[config.mk]
export PLATFORM = sky130hd
export DESIGN_NAME = shift_reg_univ
export DESIGN_NICKNAME = d
export VERILOG_FILES = /design/src/rtl/shift_reg_univ.sv
export SDC_FILE = /design/constraint.sdc
export NUM_CORES = 1
export LEC_CHECK = 0
export ABC_AREA = 1
export CAP_MARGIN = 25
export CORE_UTILIZATION = 38
export CTS_BUF_LIST = sky130_fd_sc_hd__clkbuf_4 sky130_fd_sc_hd__clkbuf_8 sky130_fd_sc_hd__clkbuf_16
export DETAILED_ROUTE_END_ITERATION = 10
export HOLD_SLACK_MARGIN = 0.1
export PLACE_DENSITY = 0.84
export SETUP_SLACK_MARGIN = 0.3
export SLEW_MARGIN = 20
export SYNTH_ARGS = -nofsm -noshare
export SYNTH_HDL_FRONTEND = slang
export SYNTH_SLANG_ARGS = --single-unit
export TNS_END_PERCENT = 100
[constraint.sdc]
create_clock -name clk -period 1 [get_ports clk]
set_input_delay 0.2 -clock clk [delete_from_list [all_inputs] [get_ports clk]]
set_output_delay 0.2 -clock clk [all_outputs]
set_load 0.03 [all_outputs]
[src/rtl/shift_reg_univ.sv]
// Universal shift register: hold, shift right, shift left and parallel load,
// with a shared per-word shift counter. Define SHIFT_ROTATE_EN to turn the shifts into rotates.
module shift_reg_univ #(
  parameter int               WIDTH = 8,
  parameter logic [WIDTH-1:0] INIT  = '0
) (
  input  logic                     clk,
  input  logic                     rst_n,
  input  logic                     en,
  input  logic [1:0]               mode,
  input  logic                     sin_r,
  input  logic                     sin_l,
  input  logic [WIDTH-1:0]         d,
  output logic [WIDTH-1:0]         q,
  output logic                     sout_r,
  output logic                     sout_l,
  output logic [$clog2(WIDTH)-1:0] cnt,
  output logic                     done
);

  localparam int CW = $clog2(WIDTH);

  typedef enum logic [1:0] {
    MODE_HOLD = 2'b00,
    MODE_SHR  = 2'b01,
    MODE_SHL  = 2'b10,
    MODE_LOAD = 2'b11
  } mode_e;

  logic [WIDTH-1:0] q_q, q_d;
  logic [CW-1:0]    cnt_q, cnt_d;
  logic             done_q, done_d;
  logic [WIDTH-1:0] shr_val, shl_val;

`ifdef SHIFT_ROTATE_EN
  logic unused_sin;
  assign unused_sin = sin_r ^ sin_l;
  assign shr_val    = {q_q[0], q_q[WIDTH-1:1]};
  assign shl_val    = {q_q[WIDTH-2:0], q_q[WIDTH-1]};
`else
  assign shr_val = {sin_r, q_q[WIDTH-1:1]};
  assign shl_val = {q_q[WIDTH-2:0], sin_l};
`endif

  // NOTE: every output of this block gets a default first, so no path can infer a latch.
  always_comb begin
    q_d    = q_q;
    cnt_d  = cnt_q;
    done_d = 1'b0;
    if (en) begin
      case (mode_e'(mode))
        MODE_SHR, MODE_SHL: begin
          q_d = (mode_e'(mode) == MODE_SHR) ? shr_val : shl_val;
          // Both directions feed the same word; the WIDTH-th shift closes it.
          if (cnt_q == CW'(WIDTH - 1)) begin
            cnt_d  = '0;
            done_d = 1'b1;
          end else begin
            cnt_d = cnt_q + CW'(1);
          end
        end
        MODE_LOAD: begin
          q_d   = d;
          cnt_d = '0;
        end
        default: ;
      endcase
    end
  end

  // NOTE: state registers use non-blocking assignments so every flop samples pre-edge values.
  always_ff @(posedge clk or negedge rst_n) begin
    if (!rst_n) begin
      q_q    <= INIT;
      cnt_q  <= '0;
      done_q <= 1'b0;
    end else begin
      q_q    <= q_d;
      cnt_q  <= cnt_d;
      done_q <= done_d;
    end
  end

  assign q      = q_q;
  assign sout_r = q_q[0];
  assign sout_l = q_q[WIDTH-1];
  assign cnt    = cnt_q;
  assign done   = done_q;

endmodule
Word level (Yosys, flattened, before mapping)
Index checks and enable logic that the tools add are counted.
{"block": "word_totals", "inputBits": 15, "out_inout_bits": 14, "word_cells": 18, "reg_bits": 12}
{"block": "classes", "n_eq_ne": 4, "add_sub_neg": 1, "n_mux": 7, "reduce_logical": 3}
{"cell": "$pmux 8 s2", "n": 1}
{"cell": "$mux 8", "n": 1}
{"cell": "$pmux 3 s2", "n": 1}
{"cell": "$eq 2x2->1 const B", "n": 2}
{"cell": "$add 3x1->3 const B", "n": 1}
{"cell": "$eq 3x3->1 const B", "n": 1}
{"cell": "$mux 1", "n": 3}
{"cell": "$mux 3", "n": 1}
{"cell": "$eq 2x1->1 const B", "n": 1}
{"cell": "$reduce_and 2->1", "n": 1}
{"cell": "$reduce_bool 2->1", "n": 1}
{"cell": "$reduce_or 2->1", "n": 1}

Logic depth before layout (Yosys ltp)
Gate-level depths: netlist of run 1.
{"block": "depth", "depth_word": 4, "ltp_mapped": 8, "mapped_depth_nobuf": 7}

Worst setup path after synthesis of run 1
No wires, ideal clock.
{"block": "synth_path", "path_type": "register -> register", "startpoint": "register cnt_q[0] (netlist: cnt[0])", "endpoint": "register cnt_q[0] (netlist: cnt[0])", "arrival_time_ns": 1.170, "setup_slack_ns": -0.253, "path_stages_with_launch": 6, "n_path_buf": 0, "setup_ns": 0.083, "required_time_ns": 0.917, "synth_period_minus_slack_ns": 1.253, "path_cell_list": "dfrtp_1 > ha_1 > ha_1 > nor2_1 > nand2_1 > o21ai_0"}
{"block": "synth_between", "elab_chain_len": 3, "word_cells_on_any_way": 4, "classes_between": "add/sub (1); eq/ne (1); mux (2)"}
{"element": "start: declaration", "line_no": "31", "source": "logic [CW-1:0] cnt_q, cnt_d;"}
{"element": "start signal: assignment", "line_no": "79", "source": "cnt_q <= cnt_d;"}
{"element": "$add 3x1->3 or $eq 3x3->1 (tied branches)", "line_no": "59, 55"}
{"element": "$mux 3 *", "line_no": "55", "source": "if (cnt_q == CW'(WIDTH - 1)) begin"}
{"element": "$pmux 3 s2 *", "line_no": "51", "source": "case (mode_e'(mode))"}
Every way passes the cells marked *; elsewhere a longest branch is shown, timed or not.
A chain may end at the register's enable or synchronous reset.

Worst setup path after layout of run 1
{"block": "layout_path", "startpoint": "register cnt_q[0] (netlist: cnt[0])", "endpoint": "output cnt[0]"}
{"element": "end: declaration", "line_no": "17", "source": "output logic [$clog2(WIDTH)-1:0] cnt,"}
No word-level cell between the ends.

==> results of run 1 <==
## kinds of logic (layout without fill, tap and decap cells)
| kind of cell | count (synthesis) | in the layout | synth area share (%) |
|---|---|---|---|
| compound gates | 3 | 3 | 2.03 |
| buf+inv | 11 | 57 | 9.66 |
| simple gates | 73 | 74 | 39.2 |
| flops | 12 | 12 | 40.7 |
| fa+ha+maj | 5 | 5 | 8.47 |
## worst max-delay path by stage
stage | startpoint | cells after the start | end
floorplan | cnt[0]$_DFFE_PN0P_ | 4 | cnt[2]$_DFFE_PN0P_
global placement | mode[1] | 9 | q[0]$_DFFE_PN0P_
detailed placement | mode[1] | 9 | q[4]$_DFFE_PN0P_
CTS | cnt[0]$_DFFE_PN0P_ | 2 | cnt[0]
global route | cnt[0]$_DFFE_PN0P_ | 2 | cnt[0]
finish | cnt[0]$_DFFE_PN0P_ | 2 | cnt[0]
## stage by stage
step / TNS (ps) / cells / util (%) / instance area [µm²]
6_report: -927 / 176 / 85.6 / 1510
5_1_grt: -1270 / 176 / 85.6 / 1510
4_1_cts: -885 / 174 / 77.0 / 1360
3_5_place_dp: -6810 / 158 / 62.9 / 1110
3_3_place_gp: -6360 / 158 / 62.9 / 1110
2_1_floorplan: -265 / 104 / - / 848
## routing by layer
metal	up-vias	part of all wire [%]
met5	-	0
met4	0	2.4
met3	6	8.4
met2	64	54
met1	416	35
li1	418	-
## critical path, delay by kind of cell (launching register included)
| kind | cells | cell delay [ps] |
|---|---|---|
| buffers and inverters | 2 | 260 |
| flip-flops | 1 | 440 |
## sequential cells by signal, indices dropped and copies added, names as in the netlist
name	cells
done	1
q	8
cnt	3
## power groups by stage
stage                     Clock (W)  Combinational (W)  Sequential [W]
after global routing       0.000326            0.00149        0.000716
after detailed placement          0           0.000875        0.000727
after floorplan                   0           0.000336        0.000928
after CTS                  0.000311            0.00119        0.000692
after global placement            0           0.000847        0.000724
final                      0.000303            0.00141        0.000711
## layout make-up
cell class	instances	area share (%)
inverter	5	3.23
timing repair buffer	46	32.3
clock buffer	3	1.49
timing repair inverter	3	1.57
multi-input combinational	82	38.6
sequential	12	20.7
tap	25	2.07
## what timing repair did
action | 4_1_cts | 5_1_grt
endpoints found under the hold margin | 0 | 0
buffers inserted | 10 | 1
hold buffers | 0 | 0
cloned | 3 | 1
endpoints found under the setup margin | 26 | 26
gates resized for setup | 48 | 40
pin swaps | 19 | 21
## cell usage in the layout (no fill, tap or decap), drive strengths merged
cell type and count:
o21ai 3, ha 5, clkdlybuf4s50 11, nand2 48
nand3 8, nor2 17, dfrtp 12, and3 1
dlygate4sd2 1, inv 8, buf 34, clkbuf 3
==> impl_metrics.yaml, run 1 <==
cts:
  clk_latency_ps: 270
  clk_path_buf_depth: 2
  root_buffer: "clkbuf_4"
  clk_pin_slew_ps: 80
  cts_made_buffers: 3
  clkSinkCount: 12
  cts_tree: "built"
  h-tree-depth: 1
logic_synthesis:
  ys_ff_latch: 12
  yosys_warnings: 0
  synth_top_area_share_pct: 40.7
  synth_edf_count: 0
  synthTopCellsByCount: "nand2_1, nor2_1, dfrtp_1, nand3_1, ha_1"
  synth_cells: 104
  synth_area_per_cell_um2: 7.10
  synthDistinctLibCells: 15
  post-synth-top-count-cell: "nand2_1"
  yosysTopAreaCell: "dfrtp_1"
  synth_flop_cell: "dfrtp_1"
  syn-cell-area_um2: 738
  synth_nets: 124
  yosys-top-cells-area: "dfrtp_1, nand2_1, nor2_1, ha_1, nand3_1"
  ys_async_sr_fraction_pct: 100
  yosysSeqAreaShare_pct: 40.7
pwr:
  powerDensity_nw_per_um2: 1610
  power.total_w: 0.00242
  clockPowerShare_pct: 12.5
  p_switching_w: 0.000998
  leakagePower_nw: 0.745
  irDropWorstVdd_v: 0.00145
  intPower_w: 0.00143
  p_sw_share_pct: 41.2
  seqPwrFrac_pct: 29.3
  pwr-share-comb_pct: 58.2
drt:
  wl_per_cell_um: 16.3
  detail-route-antenna-nets: 0
  drcViolationCount: 0
  drt_first_pass_iters: 4
  viasPerCell: 5.14
  drt-total-wl_um: 2870
  drt_iter0_drc: 22
  vias: 904
global_route:
  grtUsageTotal_pct: 25.2
  busiest_layer: "met2"
  antenna_found_initial: 0
  grt_pass1_wl_um: 3770
  first_global_vias: 880
  use_met3_pct: 5.88
  grt_max_degree: 13
  grt_use_met1_pct: 30.4
  use_met2_pct: 42.8
  grt_overflow: 0
run_status:
  violations: "negative setup slack"
  status: "finished, violations left"
critical_path:
  r2r_slack_ps: -120
  end_kind: "primary output"
  r2r_cells: 5
  cp_slowest_cell: "dfrtp_2"
  regToRegStartpoint: "cnt[1]$_DFFE_PN0P_"
  startpoint_type: "flip-flop"
  required_ps: 800
  crit_top_cell: "buf_6"
  arrival_ps: 960
  worstPathCellList: "buf_6, buf_6"
  cpPeakStageDelay_ps: 440
  cp_max_fo: 3
  worstSetupPathType: "reg2out"
  worstReg2RegEnd: "cnt[0]$_DFFE_PN0P_"
place:
  gp_congestion: 0.753
  dp_hpwl_um: 1270
  io_buffers: 28
  post-place-ws_ps: -618
worst_hold_path:
  hp-class: "in2async"
floorplan:
  fp.dieH_um: 46.1
  fp.dieW_um: 46.1
  initial_core_util_pct: 41.8
  core_area_um2: 1760
  ios: 29
  rows: 15
  fp.dieArea_um2: 2120
timing:
  worst_slew_pin_slew_ps: 272
  final-max-slew-violation-count: 0
  fmax_mhz: 862
  rsz0062_at_grt: "yes"
  period_minus_slack_ps: 1160
  hold_viol_final: 0
  slew_headroom_pct: 81.8
  finClkSkew_ps: 2.38
  holdWs_ps: 239
  setup_slack_ps: -160
  finalSetupViolations: 16
  finalCritPeriodShare_pct: 116
finish:
  multi_input_comb_area_um2: 583
  diodes: 0
  final_layout_size_suffix_gt1_share_pct: 62.9
  nNetsFinal: 173
  area_delta_synth_final_pct: 105
  ff_latch_area_um2: 313
  fillCellCount: 107
flow_run:
  drv_cap: 0
(Power assumes the default switching activity.)
==> run 2, diff against run 1 <==
- PLACE_DENSITY: 0.84 -> 0.74
==> run 2 against run 1 <==
  * The flow still finishes with violations (negative setup slack)
  * Power shrank 2.0%
  * Clock power grew 17%
  * Setup slack got worse by 5.5 ps
  * Sequential share of layout area is 0.56 points higher
  * Largest cell class unchanged
  * Largest power group unchanged
  * Highest routed layer unchanged
==> impl_metrics.yaml, run 2 (synthesized netlist as in run 1, its figures left out) <==
finish:
  area_delta_synth_final_pct: 99.2
  final_cell_mix: "nand2_1, buf_6, nor2_1"
  nNetsFinal: 172
  design_area_um2: 1470
  diodes: 0
  fillCellCount: 102
  final_layout_size_suffix_gt1_share_pct: 58.9
  final_common_cell: "nand2_1"
  largest_reg_flops: 8
timing:
  setup_slack_ps: -165
  holdWs_ps: 220
  rsz0062_at_grt: "yes"
  period_minus_slack_ps: 1170
  fmax_mhz: 858
  final-max-slew-violation-count: 0
  worst_slew_pin_slew_ps: 255
  finalCritPeriodShare_pct: 117
  finClkSkew_ps: 2.92
  slew_headroom_pct: 83.0
  fin_setup_tns_ps: -1070
  hold_viol_final: 0
  finalSetupViolations: 15
critical_path:
  worstSetupPathType: "reg2out"
  required_ps: 800
  r2r_cells: 5
  crit_start: "cnt[0]$_DFFE_PN0P_"
  worstReg2RegEnd: "cnt[0]$_DFFE_PN0P_"
  startpoint_type: "flip-flop"
  regToRegStartpoint: "cnt[0]$_DFFE_PN0P_"
  end_kind: "primary output"
  critPathCapture: "cnt[0]"
  arrival_ps: 970
  r2r_slack_ps: -130
  cp_max_fo: 2
flow_run:
  drv_cap: 0
floorplan:
  fp.dieArea_um2: 2120
  fp.dieH_um: 46.1
  ios: 29
  initial_core_util_pct: 41.8
  rows: 15
  core_area_um2: 1760
  fp.dieW_um: 46.1
drt:
  wl_per_cell_um: 13.8
  viasPerCell: 5.02
  vias: 883
  detail-route-antenna-nets: 0
  drt-total-wl_um: 2420
  drt_iter0_drc: 44
  drt_first_pass_iters: 4
  drcViolationCount: 0
place:
  io_buffers: 28
  dp_hpwl_um: 1190
  gp_congestion: 0.774
  place_area_um2: 1110
global_route:
  antenna_found_initial: 0
  grt_overflow: 0
  first_global_vias: 789
  grt_pass1_wl_um: 3510
  grtUsageTotal_pct: 23.7
  grt_max_degree: 13
run_status:
  violations: "negative setup slack"
  status: "finished, violations left"
cts:
  clk_path_buf_depth: 2
  clkSinkCount: 12
  clk_latency_ps: 280
  cts_hold_buf: 0
  root_buffer: "clkbuf_4"
  clk_pin_slew_ps: 80
  cts_made_buffers: 3
  cts_tree: "built"
  h-tree-depth: 1
pwr:
  irDropWorstVdd_v: 0.00111
  leakagePower_nw: 0.723
  powerDensity_nw_per_um2: 1620
worst_hold_path:
  hp-class: "in2async"
-- run 2: power by group --
group	internal [W]	total [W]	switching, W
Combinational	0.000651	0.00131	0.000662
Clock	0.000182	0.000353	0.000171
Sequential	0.000603	0.000712	0.000109
-- run 2: layout make-up --
| type | instances | area [µm²] | share of cell area (%) |
|---|---|---|---|
| Clock buffer | 4 | 30.0 | 2.04 |
| Inverter | 5 | 46.3 | 3.15 |
| Tap cell | 25 | 31.3 | 2.13 |
| Multi-Input combinational cell | 82 | 553 | 37.6 |
| Timing Repair inverter | 3 | 23.8 | 1.62 |
| Sequential cell | 12 | 313 | 21.3 |
| Timing Repair Buffer | 45 | 473 | 32.2 |
-- run 2: worst min path at each step --
stage,startpoint,to,slack [ps],cells after the start
detailed placement,q[7]$_DFFE_PN0P_,q[7]$_DFFE_PN0P_,510,2
global placement,q[0]$_DFFE_PN0P_,q[0]$_DFFE_PN0P_,500,2
finish,rst_n,q[1]$_DFFE_PN0P_,220,2
CTS,rst_n,q[1]$_DFFE_PN0P_,230,2
floorplan,rst_n,cnt[0]$_DFFE_PN0P_,-100,0
global route,rst_n,q[1]$_DFFE_PN0P_,240,2
-- run 2: routing by layer --
metal,wire length (µm),up-vias,global-route usage [%]
li1,-,418,-
met1,899,414,26.5
met2,1310,47,43.9
met3,181,4,9.02
met4,28,0,1.76
met5,0,-,0
-- run 2: critical path, stage by stage, from the launching register on --
cell     delay (ps)
dfrtp_2         440
buf_6           130
buf_6           130
-- run 2: stage by stage --
stage | power (W) | utilization (%) | cells | setup slack, ps
CTS | 0.00221 | 77.2 | 173 | -165
floorplan | 0.00126 | - | 104 | -115
global route | 0.00252 | 83.3 | 176 | -201
finish | 0.00238 | 83.3 | 176 | -165
detailed placement | 0.00159 | 62.9 | 158 | -618
global placement | 0.00158 | 62.9 | 158 | -602
-- run 2: timing repair --
action	in CTS	in global routing
pin swaps	19	9
buffers inserted	8	2
resized for setup	53	24
setup endpoints to repair	26	26
gates cloned	3	1
